<file path="config.mk">
export PLATFORM = sky130hd
export DESIGN_NAME = pursuit_correlator
export DESIGN_NICKNAME = d
export VERILOG_FILES = /design/src/rtl/pursuit_correlator_pkg.sv /design/src/rtl/pursuit_correlator_mac.sv /design/src/rtl/pursuit_correlator.sv
export SDC_FILE = /design/constraint.sdc
export NUM_CORES = 1
export LEC_CHECK = 0
export BUFFER_PORTS_ARGS = -buffer_cell sky130_fd_sc_hd__buf_2
export CAP_MARGIN = 0
export CORE_ASPECT_RATIO = 0.6
export CORE_MARGIN = 8
export CORE_UTILIZATION = 30
export DETAILED_ROUTE_END_ITERATION = 10
export GPL_TIMING_DRIVEN = 0
export SYNTH_ARGS = -nofsm -noshare
export SYNTH_HDL_FRONTEND = slang
export SYNTH_HIERARCHICAL = 1
export SYNTH_SLANG_ARGS = --single-unit
export TNS_END_PERCENT = 20
</file>
<file path="constraint.sdc">
create_clock -name clk -period 14.5 [get_ports clk]
set_input_delay 1.45 -clock clk [delete_from_list [all_inputs] [get_ports clk]]
set_output_delay 1.45 -clock clk [all_outputs]
set_load 0.005 [all_outputs]
</file>
<file path="src/rtl/pursuit_correlator_pkg.sv">
// Shared types and defaults for the matching-pursuit correlation stage and
// the MAC it shares with the residual-update stage.
package pursuit_correlator_pkg;

  localparam int SIGNAL_SIZE_DEFAULT     = 64;
  localparam int DICTIONARY_SIZE_DEFAULT = 256;
  localparam int FP_N_DEFAULT            = 32;
  localparam int DATA_BUS_WIDTH          = 8;
  localparam int PRODUCT_WIDTH           = 2 * DATA_BUS_WIDTH;
  localparam int CORR_ACC_WIDTH          = FP_N_DEFAULT;

  typedef enum logic [1:0] {
    IDLE,
    RUN,
    FLUSH,
    DONE
  } pursuit_corr_state_t;

  typedef logic signed [CORR_ACC_WIDTH-1:0] pursuit_corr_t;
  typedef logic signed [DATA_BUS_WIDTH-1:0] pursuit_sample_t;

endpackage

</file>
<file path="src/rtl/pursuit_correlator_mac.sv">
// Signed 8x8 multiply-accumulate; i_first restarts the sum, and o_valid
// strobes the cycle after the i_last term has been absorbed.
module pursuit_mac
  import pursuit_correlator_pkg::*;
#(
  parameter int ACC_WIDTH = CORR_ACC_WIDTH
) (
  input  logic                        clk,
  input  logic                        reset,
  input  logic                        i_valid,
  input  logic                        i_first,
  input  logic                        i_last,
  input  pursuit_sample_t             i_a,
  input  pursuit_sample_t             i_b,
  output logic signed [ACC_WIDTH-1:0] o_acc,
  output logic signed [ACC_WIDTH-1:0] o_acc_next,
  output logic                        o_valid
);

  logic signed [PRODUCT_WIDTH-1:0] w_prod;
  logic signed [ACC_WIDTH-1:0]     r_acc;
  logic                            r_valid;

  assign w_prod = i_a * i_b;

  // o_acc_next is exposed so a consumer can act on the sum in the same edge it lands
  assign o_acc_next = (i_first ? '0 : r_acc)
                    + {{(ACC_WIDTH-PRODUCT_WIDTH){w_prod[PRODUCT_WIDTH-1]}}, w_prod};

  always_ff @(posedge clk) begin
    if (reset) begin
      r_acc   <= '0;
      r_valid <= 1'b0;
    end else begin
      r_valid <= i_valid & i_last;
      if (i_valid) r_acc <= o_acc_next;
    end
  end

  assign o_acc   = r_acc;
  assign o_valid = r_valid;

endmodule

</file>
<file path="src/rtl/pursuit_correlator.sv">
// Correlates y against every dictionary atom (one MAC per clock) and tracks
// the atom with the largest |c|, lowest index winning ties.
module pursuit_correlator
  import pursuit_correlator_pkg::*;
#(
  parameter  int SIGNAL_SIZE               = SIGNAL_SIZE_DEFAULT,
  parameter  int DICTIONARY_SIZE           = DICTIONARY_SIZE_DEFAULT,
  parameter  int ACC_WIDTH                 = FP_N_DEFAULT,
  localparam int SIGNAL_ADDR_WIDTH         = $clog2(SIGNAL_SIZE),
  localparam int DICTIONARY_ADDR_WIDTH     = $clog2(SIGNAL_SIZE * DICTIONARY_SIZE),
  localparam int REPRESENTATION_ADDR_WIDTH = $clog2(DICTIONARY_SIZE)
) (
  input  logic                                 clk,
  input  logic                                 reset,
  input  logic                                 start,
  output logic                                 busy,
  output logic                                 done,
  output logic [SIGNAL_ADDR_WIDTH-1:0]         y_read_addr,
  input  logic [DATA_BUS_WIDTH-1:0]            y_read_data,
  output logic [DICTIONARY_ADDR_WIDTH-1:0]     dict_read_addr,
  input  logic [DATA_BUS_WIDTH-1:0]            dict_read_data,
  output logic                                 corr_valid,
  output logic [REPRESENTATION_ADDR_WIDTH-1:0] corr_index,
  output logic signed [ACC_WIDTH-1:0]          corr_value,
  output logic [REPRESENTATION_ADDR_WIDTH-1:0] best_index,
  output logic signed [ACC_WIDTH-1:0]          best_value
);

  localparam logic [SIGNAL_ADDR_WIDTH-1:0]         I_LAST = SIGNAL_ADDR_WIDTH'(SIGNAL_SIZE - 1);
  localparam logic [REPRESENTATION_ADDR_WIDTH-1:0] J_LAST = REPRESENTATION_ADDR_WIDTH'(DICTIONARY_SIZE - 1);

  pursuit_corr_state_t                  r_state;
  logic [SIGNAL_ADDR_WIDTH-1:0]         r_i;
  logic [REPRESENTATION_ADDR_WIDTH-1:0] r_j;
  logic [DICTIONARY_ADDR_WIDTH-1:0]     r_daddr;
  logic                                 r_flush;
  logic                                 r_busy;
  logic                                 r_done;

  logic                                 r_d_valid;
  logic                                 r_d_first;
  logic                                 r_d_last;
  logic [REPRESENTATION_ADDR_WIDTH-1:0] r_d_j;

  logic [REPRESENTATION_ADDR_WIDTH-1:0] r_corr_index;
  logic [REPRESENTATION_ADDR_WIDTH-1:0] r_best_index;
  logic signed [ACC_WIDTH-1:0]          r_best_value;

  logic signed [ACC_WIDTH-1:0]          w_acc;
  logic signed [ACC_WIDTH-1:0]          w_acc_next;
  logic                                 w_corr_valid;
  logic [ACC_WIDTH:0]                   w_ext_next;
  logic [ACC_WIDTH:0]                   w_abs_next;
  logic [ACC_WIDTH:0]                   w_ext_best;
  logic [ACC_WIDTH:0]                   w_abs_best;

  always_ff @(posedge clk) begin
    if (reset) begin
      r_state <= IDLE;
      r_i     <= '0;
      r_j     <= '0;
      r_daddr <= '0;
      r_flush <= 1'b0;
      r_busy  <= 1'b0;
      r_done  <= 1'b0;
    end else begin
      case (r_state)
        IDLE: begin
          if (start) begin
            r_state <= RUN;
            r_busy  <= 1'b1;
            r_i     <= '0;
            r_j     <= '0;
            r_daddr <= '0;
          end
        end
        RUN: begin
          // addresses freeze on the final pair so they hold outside RUN
          if (r_i == I_LAST) begin
            if (r_j == J_LAST) begin
              r_state <= FLUSH;
              r_flush <= 1'b0;
            end else begin
              r_i     <= '0;
              r_j     <= r_j + REPRESENTATION_ADDR_WIDTH'(1);
              r_daddr <= r_daddr + DICTIONARY_ADDR_WIDTH'(1);
            end
          end else begin
            r_i     <= r_i + SIGNAL_ADDR_WIDTH'(1);
            r_daddr <= r_daddr + DICTIONARY_ADDR_WIDTH'(1);
          end
        end
        FLUSH: begin
          if (r_flush) begin
            r_state <= DONE;
            r_done  <= 1'b1;
          end else begin
            r_flush <= 1'b1;
          end
        end
        DONE: begin
          r_state <= IDLE;
          r_done  <= 1'b0;
          r_busy  <= 1'b0;
        end
        default: r_state <= IDLE;
      endcase
    end
  end

  // Tags travel one cycle behind the address to line up with the read data.
  always_ff @(posedge clk) begin
    if (reset) begin
      r_d_valid <= 1'b0;
      r_d_first <= 1'b0;
      r_d_last  <= 1'b0;
      r_d_j     <= '0;
    end else begin
      r_d_valid <= (r_state == RUN);
      r_d_first <= (r_i == '0);
      r_d_last  <= (r_i == I_LAST);
      r_d_j     <= r_j;
    end
  end

  pursuit_mac #(
    .ACC_WIDTH(ACC_WIDTH)
  ) u_mac (
    .clk       (clk),
    .reset     (reset),
    .i_valid   (r_d_valid),
    .i_first   (r_d_first),
    .i_last    (r_d_last),
    .i_a       (y_read_data),
    .i_b       (dict_read_data),
    .o_acc     (w_acc),
    .o_acc_next(w_acc_next),
    .o_valid   (w_corr_valid)
  );

  // One extra bit keeps |-2^(ACC_WIDTH-1)| representable.
  assign w_ext_next = {w_acc_next[ACC_WIDTH-1], w_acc_next};
  assign w_abs_next = w_ext_next[ACC_WIDTH] ? -w_ext_next : w_ext_next;
  assign w_ext_best = {r_best_value[ACC_WIDTH-1], r_best_value};
  assign w_abs_best = w_ext_best[ACC_WIDTH] ? -w_ext_best : w_ext_best;

  always_ff @(posedge clk) begin
    if (reset) begin
      r_corr_index <= '0;
      r_best_index <= '0;
      r_best_value <= '0;
    end else if (r_d_valid && r_d_last) begin
      r_corr_index <= r_d_j;
      if (r_d_j == '0 || w_abs_next > w_abs_best) begin
        r_best_index <= r_d_j;
        r_best_value <= w_acc_next;
      end
    end
  end

  assign busy           = r_busy;
  assign done           = r_done;
  assign y_read_addr    = r_i;
  assign dict_read_addr = r_daddr;
  assign corr_valid     = w_corr_valid;
  assign corr_index     = r_corr_index;
  assign corr_value     = w_acc;
  assign best_index     = r_best_index;
  assign best_value     = r_best_value;

endmodule

</file>
======== After elaboration in Yosys (flattened, before gate mapping) ========
Cells that the tools add are included.
cells by class
  mux-type cells .......................... 27
  reduce and logical (&&, ||, !) cells .... 16
  $mul .................................... 1
  eq/ne operators ......................... 11
  magnitude comparators ................... 1
  add/sub/neg operators ................... 6
  bitwise logic cells ..................... 1
operators with widths
  kind                                                              number
  33-bit 2-to-1 mux                                                 2
  33-bit negator                                                    2
  14-bit 2-to-1 mux                                                 3
  33-bit > comparator                                               1
  32-bit adder                                                      1
  32-bit 2-to-1 mux                                                 1
  14-bit one-hot mux with 2 select lines                            1
  8-bit 2-to-1 mux                                                  3
  6-bit 2-to-1 mux                                                  3
  8-bit by 8-bit multiplier with 16-bit output                      1
  8-bit one-hot mux with 2 select lines                             1
  14-bit by 1-bit adder with 14-bit output (second input constant)  1
  6-bit one-hot mux with 2 select lines                             1
  8-bit by 1-bit adder with 8-bit output (second input constant)    1
  8-bit equality test (second input constant)                       1
  8-bit zero test                                                   1
  2-bit 2-to-1 mux                                                  4
  2-bit != test (second input constant)                             4
  2-bit one-hot mux with 4 select lines                             1
  4-bit AND reduction                                               2
  2-bit nonzero test                                                4
  6-bit by 1-bit adder with 6-bit output (second input constant)    1
  6-bit equality test (second input constant)                       1
  6-bit zero test                                                   1
  other kinds (12)                                                  21
word-level totals
  flip-flop bits (word level) ............. 125

======== Logic depth before layout (Yosys ltp) ========
Gate-level depths: netlist (run 1).
  depth in word-level cells ............... 7
  mapped depth ............................ 44
  depth with buffers taken out ............ 41

======== Modules after synthesis ========
The synthesis (run 1) kept the hierarchy.
modules (own cells, without submodules)
  module              cells an instance  area each (µm²)  instances
  pursuit_correlator  850                6925.4           1
  pursuit_mac         718                5849.4           1

======== Least setup slack after synthesis (run 1) ========
No wires, ideal clock.
  kind .................................... input to register
  start point ............................. in dict_read_data[3]
  end point ............................... reg r_best_index[7], in the netlist best_index[7]
  stages on the path ...................... 39
  required time ........................... 14.366 ns
  arrival ................................. 10.420 ns
  path buffers ............................ 4
  setup time .............................. 0.134 ns
  setup slack ............................. 3.946 ns
  path through ............................ and2_1 -> fa_1 -> inv_1 -> fa_1 -> inv_1 -> fa_1 -> inv_1 -> fa_1 -> inv_1 -> ha_1 -> o211ai_1 -> a21o_1 -> o21ai_1 -> nand2_2 -> inv_2 -> clkbuf_1 -> ha_1 -> a21oi_1 -> [... 3 more ...] -> a21oi_2 -> a221oi_2 -> xnor2_1 -> or4_1 -> or3_1 -> or3_1 -> o21ai_1 -> xnor2_1 -> ha_1 -> a21oi_1 -> nor2b_1 -> o21ai_0 -> nor4bb_1 -> clkbuf_1 -> and2_1 -> clkbuf_1 -> buf_1 -> o211ai_1
between the ends
  longest elaborated chain between the ends .. 7
RTL lines
  what                                              RTL line                      text
  start: declaration                                pursuit_correlator.sv:21      input logic [DATA_BUS_WIDTH-1:0] dict_read_data,
  8-bit by 8-bit multiplier with 16-bit output (*)  pursuit_correlator_mac.sv:24  assign w_prod = i_a * i_b;
  32-bit adder (*)                                  pursuit_correlator_mac.sv:28  + {{(ACC_WIDTH-PRODUCT_WIDTH){w_prod[PRODUCT_WIDTH-1]}}, w_prod};
  via w_acc_next[23]                                pursuit_correlator.sv:50      logic signed [ACC_WIDTH-1:0] w_acc_next;
  33-bit negator                                    pursuit_correlator.sv:143     assign w_abs_next = w_ext_next[ACC_WIDTH] ? -w_ext_next : w_ext_next;
  33-bit 2-to-1 mux (*)                             pursuit_correlator.sv:143
  33-bit > comparator (*)                           pursuit_correlator.sv:154     if (r_d_j == '0 || w_abs_next > w_abs_best) begin
  1-bit logical OR (*)                              pursuit_correlator.sv:154
  2-bit AND reduction (no source line) (*)          n/a
  end signal: assignment                            pursuit_correlator.sv:155     r_best_index <= r_d_j;
  end: declaration                                  pursuit_correlator.sv:46      logic [REPRESENTATION_ADDR_WIDTH-1:0] r_best_index;
Mark *: on every way through the listed nets, which the timed path passes. The rest lies on a longest branch.
A chain may end at the register's enable or synchronous reset.

======== Worst setup path after layout (run 1) ========
  start point ............................. in dict_read_data[3]
  end point ............................... reg r_best_value[24], in the netlist best_value[24]
between the ends
  longest elaborated chain between the ends .. 7
RTL lines
  what                                              RTL line                      text
  8-bit by 8-bit multiplier with 16-bit output (*)  pursuit_correlator_mac.sv:24
  32-bit adder (*)                                  pursuit_correlator_mac.sv:28
  via w_acc_next[31]                                pursuit_correlator.sv:50
  33-bit negator                                    pursuit_correlator.sv:143
  33-bit 2-to-1 mux (*)                             pursuit_correlator.sv:143
  33-bit > comparator (*)                           pursuit_correlator.sv:154
  1-bit logical OR (*)                              pursuit_correlator.sv:154
  2-bit AND reduction (no source line) (*)          n/a
  end signal: assignment                            pursuit_correlator.sv:156     r_best_value <= w_acc_next;
  end: declaration                                  pursuit_correlator.sv:47      logic signed [ACC_WIDTH-1:0] r_best_value;
Marks and branches as above.

==> results.toml, run 1 <==
[worst_hold_path]
hold_depth = 2
worstHoldStart = "corr_index[0]$_SDFFE_PP0P_"
min_to = "corr_index[0]$_SDFFE_PP0P_"
worstHoldPathType = "register to register"

[floorplanning]
rows = 58
die_w_um = 282.4
die-area_mm2 = 0.04966
io_pins = 122
initial_core_util_pct = 30.46
die-height_um = 175.8
core_mm2 = 0.04195

[yosys]
synth_edf_count = 0
syn-cell-area_mm2 = 0.01277
avgSynthCellArea_um2 = 8.147
synthFlopType = "dfxtp_1"
yosysWarnings = 6
synth_nets = 1741
synth-seq-cells = 125
synth_cells = 1568
yosysSeqAreaShare_pct = 19.59
synth_cell_type_count = 87
synthArstFlopShare_pct = 0

[cts]
clk_pin_slew_ns = 0.07
cts_buffer_depth = 2
postCtsSetupRepairBufs = 0
htree_levels = 4
insertion_delay_ns = 0.45
root_buffer = "clkbuf_16"
cts_hold_buf = 0
cts_resized = 0
clock_sinks = 125
numCtsBuffers = 17
cts_tree = "built"

[global_routing]
grt_overflow = 0
antenna_found_initial = 0
grt_usage_pct = 16.77
grt_max_degree = 21
grt_pass1_vias = 11400
grt_pass1_wl_um = 66330

[sta]
finClkSkew_ns = 0.02044
drv_slew = 0
slew_headroom_pct = 22.59
fin_ws_ns = 1.351
layout_min_cycle_time_ns = 13.15
setup_violations = 0
max_freq_mhz = 76.05
worstMarginPinSlew_ns = 1.151
fin_crit_sh_pct = 90.68
finalHoldViolations = 0
rsz0062_at_grt = "no"
tns_ns = 0

[setup_path]
crit_top_cell = "clkbuf_1"
worstReg2RegStart = "r_d_first$_SDFF_PP0_"
r2r_cells = 27
timing.rr.end = "best_value[24]$_SDFFE_PP0P_"
cp-end-kind = "register"
critPathKind = "input pin to register"
cpMaxStageDelayCell = "o311ai_1"
cp_data_arrival_time_ns = 13.44
rrSetupSlack_ns = 4.84
critPathMaxFanout = 20
slowest_delay_ns = 0.84
worst-path-buf-inv = 11
crit_family = "compound AO/OA/AOI/OAI gates"
worstSetupStartpointType = "input pin"
cp.required_ns = 14.79

[place]
place_ws_ns = 1.377
dp_hpwl_um = 34100
place.gp.congestion = 0.9044
place_area_mm2 = 0.01409
io_buffers = 121

[drt]
routed_wl_um = 42130
dr.pass1.iters = 5
wl_per_cell_um = 18.38
post-route-drc-count = 0
antenna_left = 0
via_per_inst = 5.331
drt_iter0_drc = 1240
vias = 12220

[status]
status = "complete, no violations"

[layout]
drive_gt1_share_pct = 11.27
finalNetCount = 1881
final_area_mm2 = 0.01467
synthToLayoutAreaGrowth_pct = 14.87

[flow_run]
cap_viol_max_count = 0
## synthesized netlist by cell type (all sizes together) (26+ instances only)
cell type	n	area [um^2]
xnor2	74	655.6
nand3b	80	600.6
nor3	29	150.1
fa	56	1121
mux2i	26	260.3
ha	98	1226
nand2	99	374.1
nor2b	84	525.5
a21oi	73	372.9
a41oi	40	350.3
nor2	103	386.6
inv	117	439.2
xor2	51	446.7
dfxtp	125	2502
nand3	34	170.2
o21ai	54	270.3
clkbuf	65	244.0
and2	90	565.5
o211ai	49	382.9
## flip-flops by register name, summed over array words and instances (netlist names)
name and cells:
r_state 2, dict_read_addr 14, r_j 8, r_d_valid 1, r_d_first 1, best_index 8, corr_index 8, u_mac/o_valid 1
u_mac/o_acc 32, y_read_addr 6, busy 1, r_d_j 8, best_value 32, r_flush 1, done 1, r_d_last 1
## cell usage in the layout, fill, tap and decap left out, drive strengths merged, types with 13 or more instances in the layout
cell	count
buf	133
inv	126
dfxtp	125
nor2	103
nand2	99
ha	98
and2	90
nor2b	84
clkbuf	83
nand3b	80
xnor2	74
a21oi	73
fa	56
o21ai	54
xor2	51
o211ai	49
a41oi	40
nand3	34
nor3	29
mux2i	26
o31ai	19
nand4	19
nor4	17
a21o	16
and3	13
or3	13
o41ai	13
## cell type report
type                       count  area (um^2)
antenna                        1        2.502
buffer                        77        291.5
clock buffer                  18        429.2
clock inverter                14        148.9
fill                        4471        27270
inverter                     118        442.9
multi-input combinational   1248         9538
sequential                   125         2502
tap                          570        713.2
timing repair buffer         121        605.6
## metal layers
metal	vias up	part of all wire (%)	track usage (%)
met4	0	1.1	2.993
met2	441	40	23.48
met5	-	0	0
met3	31	7.6	3.167
li1	5824	-	-
met1	5923	51	26.11
## worst register-to-register path: cells and delay by family (launching register included)
family                     cells  cell delay [ns]
and+or+nand+nor                9             3.16
AOI/OAI and AO/OA              8             2.33
xor gates and xnor gates       2             0.45
DFF                            1             0.44
adders and majority gates      3             1.00
buffers and inverters          5             2.17
## worst max path at each step
stage | startpoint | endpoint | slack [ns] | cells past startpoint
3_5_place_dp | dict_read_data[3] | best_value[23]$_SDFFE_PP0P_ | 1.38 | 39
3_3_place_gp | dict_read_data[3] | best_value[23]$_SDFFE_PP0P_ | 1.48 | 39
6_report | dict_read_data[3] | best_value[24]$_SDFFE_PP0P_ | 1.35 | 39
2_1_floorplan | dict_read_data[3] | best_index[7]$_SDFFE_PP0P_ | 3.95 | 39
5_1_grt | dict_read_data[2] | best_value[23]$_SDFFE_PP0P_ | 0.73 | 40
4_1_cts | dict_read_data[3] | best_value[23]$_SDFFE_PP0P_ | 1.76 | 39
## kinds of logic after synthesis
family	Yosys count	share of synthesized area, %
adders and majority gates	154	18.37
DFF	125	19.59
AOI/OAI and AO/OA	325	18.06
xor gates and xnor gates	126	8.815
muxes	27	2.125
other	2	0.05879
buffers and inverters	195	5.749
and+or+nand+nor	614	27.23
## stage by stage
stage               std cells  hold slack, ns  util, %
global placement         2259          0.4472    33.60
global route             2291          0.4669    34.98
CTS                      2291          0.4563    34.98
finish                   2292          0.4538    34.98
detailed placement       2259          0.4470    33.60
floorplan                1568          0.4527        -
Power of run 1 is not shown: default switching activity piles up to over one toggle a cycle in this logic, so the estimate is an artifact.
==> run 2: changes to the inputs <==
Settings changed: ABC_CLOCK_PERIOD_IN_PS set to 13400, CORE_UTILIZATION 30 to 35.
Clock period 14.5 ns to 13.4 ns, I/O delays scaled along.
==> run 2 against run 1 <==
Die area down 13%. Flip-flop and latch count unchanged. Cell area decreased by 0.69%. First-iteration DRC count down 9.9%. Routed wire length about the same. Global-route usage is 2.5 points higher. Sequential share of layout area is 0.12 points higher. Clock skew shrank 0.0088 ns. Utilization rose by 5.3 points. Non-clock buffer count unchanged. Worst setup slack worse by 0.69 ns.
==> results.toml, run 2 (synthesis gave the netlist of run 1 again) <==
[global_routing]
grt_max_degree = 21
grt_usage_pct = 19.25
grt_overflow = 0
grt_pass1_wl_um = 66280
antenna_found_initial = 0
grt_pass1_vias = 11560

[setup_path]
worst-path-buf-inv = 11
cp.required_ns = 13.70
worstReg2RegStart = "r_d_first$_SDFF_PP0_"
cp_data_arrival_time_ns = 13.04
critPathKind = "input pin to register"
crit_family = "compound AO/OA/AOI/OAI gates"
worstSetupStartpointType = "input pin"
r2r_cells = 28
cp-end-kind = "register"
slowest_delay_ns = 0.70
cpMaxStageDelayCell = "clkdlybuf4s15_1"
rrSetupSlack_ns = 4.36
timing.rr.end = "best_value[24]$_SDFFE_PP0P_"
critPathMaxFanout = 20

[sta]
layout_min_cycle_time_ns = 12.74
rsz0062_at_grt = "no"
finalHoldViolations = 0
slew_headroom_pct = 28.68
tns_ns = 0
worstMarginPinSlew_ns = 1.062
setup_violations = 0
drv_slew = 0
max_freq_mhz = 78.48
finClkSkew_ns = 0.01166
fin_crit_sh_pct = 95.09

[cts]
clk_pin_slew_ns = 0.06
htree_levels = 4
cts_tree = "built"
root_buffer = "clkbuf_16"
cts_resized = 0
insertion_delay_ns = 0.45
postCtsSetupRepairBufs = 0
clock_sinks = 125
numCtsBuffers = 17
cts_hold_buf = 0
cts_buffer_depth = 2

[layout]
final_common_cell = "dfxtp_1"
synthToLayoutAreaGrowth_pct = 14.07
finalNonFillerCells = 2197
finalNetCount = 1881
layout_common_cells = "dfxtp_1, buf_2, inv_1"
post-route-util_pct = 40.32
antenna_cells = 0
drive_gt1_share_pct = 11.39
final_area_mm2 = 0.01457

[floorplanning]
io_pins = 122
core_mm2 = 0.03615
die-height_um = 164.0
initial_core_util_pct = 35.34
die-area_mm2 = 0.04307
die_w_um = 262.6
rows = 54

[flow_run]
cap_viol_max_count = 0

[worst_hold_path]
worstHoldPathType = "register to register"
hold_depth = 2
min_to = "corr_index[2]$_SDFFE_PP0P_"
worstHoldStart = "corr_index[2]$_SDFFE_PP0P_"

[place]
place.gp.congestion = 0.9076
place_area_mm2 = 0.01398
io_buffers = 121
dp_hpwl_um = 33960
placed_cells = 2165

[drt]
vias = 12310
antenna_left = 0
dr.pass1.iters = 6
post-route-drc-count = 0
wl_per_cell_um = 19.17
drt_iter0_drc = 1117
via_per_inst = 5.602
routed_wl_um = 42110

[status]
status = "complete, no violations"
run 2: cell types whose count changed in the layout (fill, tap and decap cells not counted), sizes merged:
cell / delta
clkdlybuf4s15: +1
diode: -1
clkbuf: -1
clkinv: +1
inv: -1
run 2: worst max-delay path by stage:
stage	startpoint	end	slack, ns	depth (start not counted)
2_1_floorplan	dict_read_data[3]	best_index[7]$_SDFFE_PP0P_	2.96	39
3_3_place_gp	dict_read_data[3]	best_value[24]$_SDFFE_PP0P_	0.38	39
3_5_place_dp	dict_read_data[3]	best_value[23]$_SDFFE_PP0P_	0.35	39
4_1_cts	dict_read_data[3]	best_value[24]$_SDFFE_PP0P_	0.77	39
5_1_grt	dict_read_data[2]	best_value[25]$_SDFFE_PP0P_	0.004	42
6_report	dict_read_data[3]	best_value[24]$_SDFFE_PP0P_	0.66	41
run 2: tightest hold or removal path, cell delays in order, from the launching register on:
cell	delay, ns
dfxtp_1	0.31
nand2_1	0.05
a21oi_1	0.05
run 2: final cells by class:
cell class	instances	area [um^2]
fill	3698	21570
clock inverter	14	148.9
clock buffer	18	429.2
buffer	77	297.8
inverter	118	442.9
sequential	125	2502
timing repair buffer	121	605.6
multi-input combinational	1248	9550
tap	476	595.6
run 2: routing by layer:
metal | track usage (%) | vias to the layer above | wire length (um)
met4 | 4.234 | 0 | 578
met3 | 4.306 | 40 | 3611
met5 | 0 | - | 0
met1 | 29.37 | 5965 | 21340
li1 | - | 5814 | -
met2 | 26.85 | 488 | 16580
run 2: stage by stage:
step           worst slack (ns)  hold slack (ns)
6_report                 0.6581           0.4559
5_1_grt                0.003828           0.4819
4_1_cts                  0.7664           0.4573
3_5_place_dp             0.3532           0.4488
3_3_place_gp             0.3830           0.4460
2_1_floorplan             2.956           0.4527
Power of run 2 is left out for the same reason.
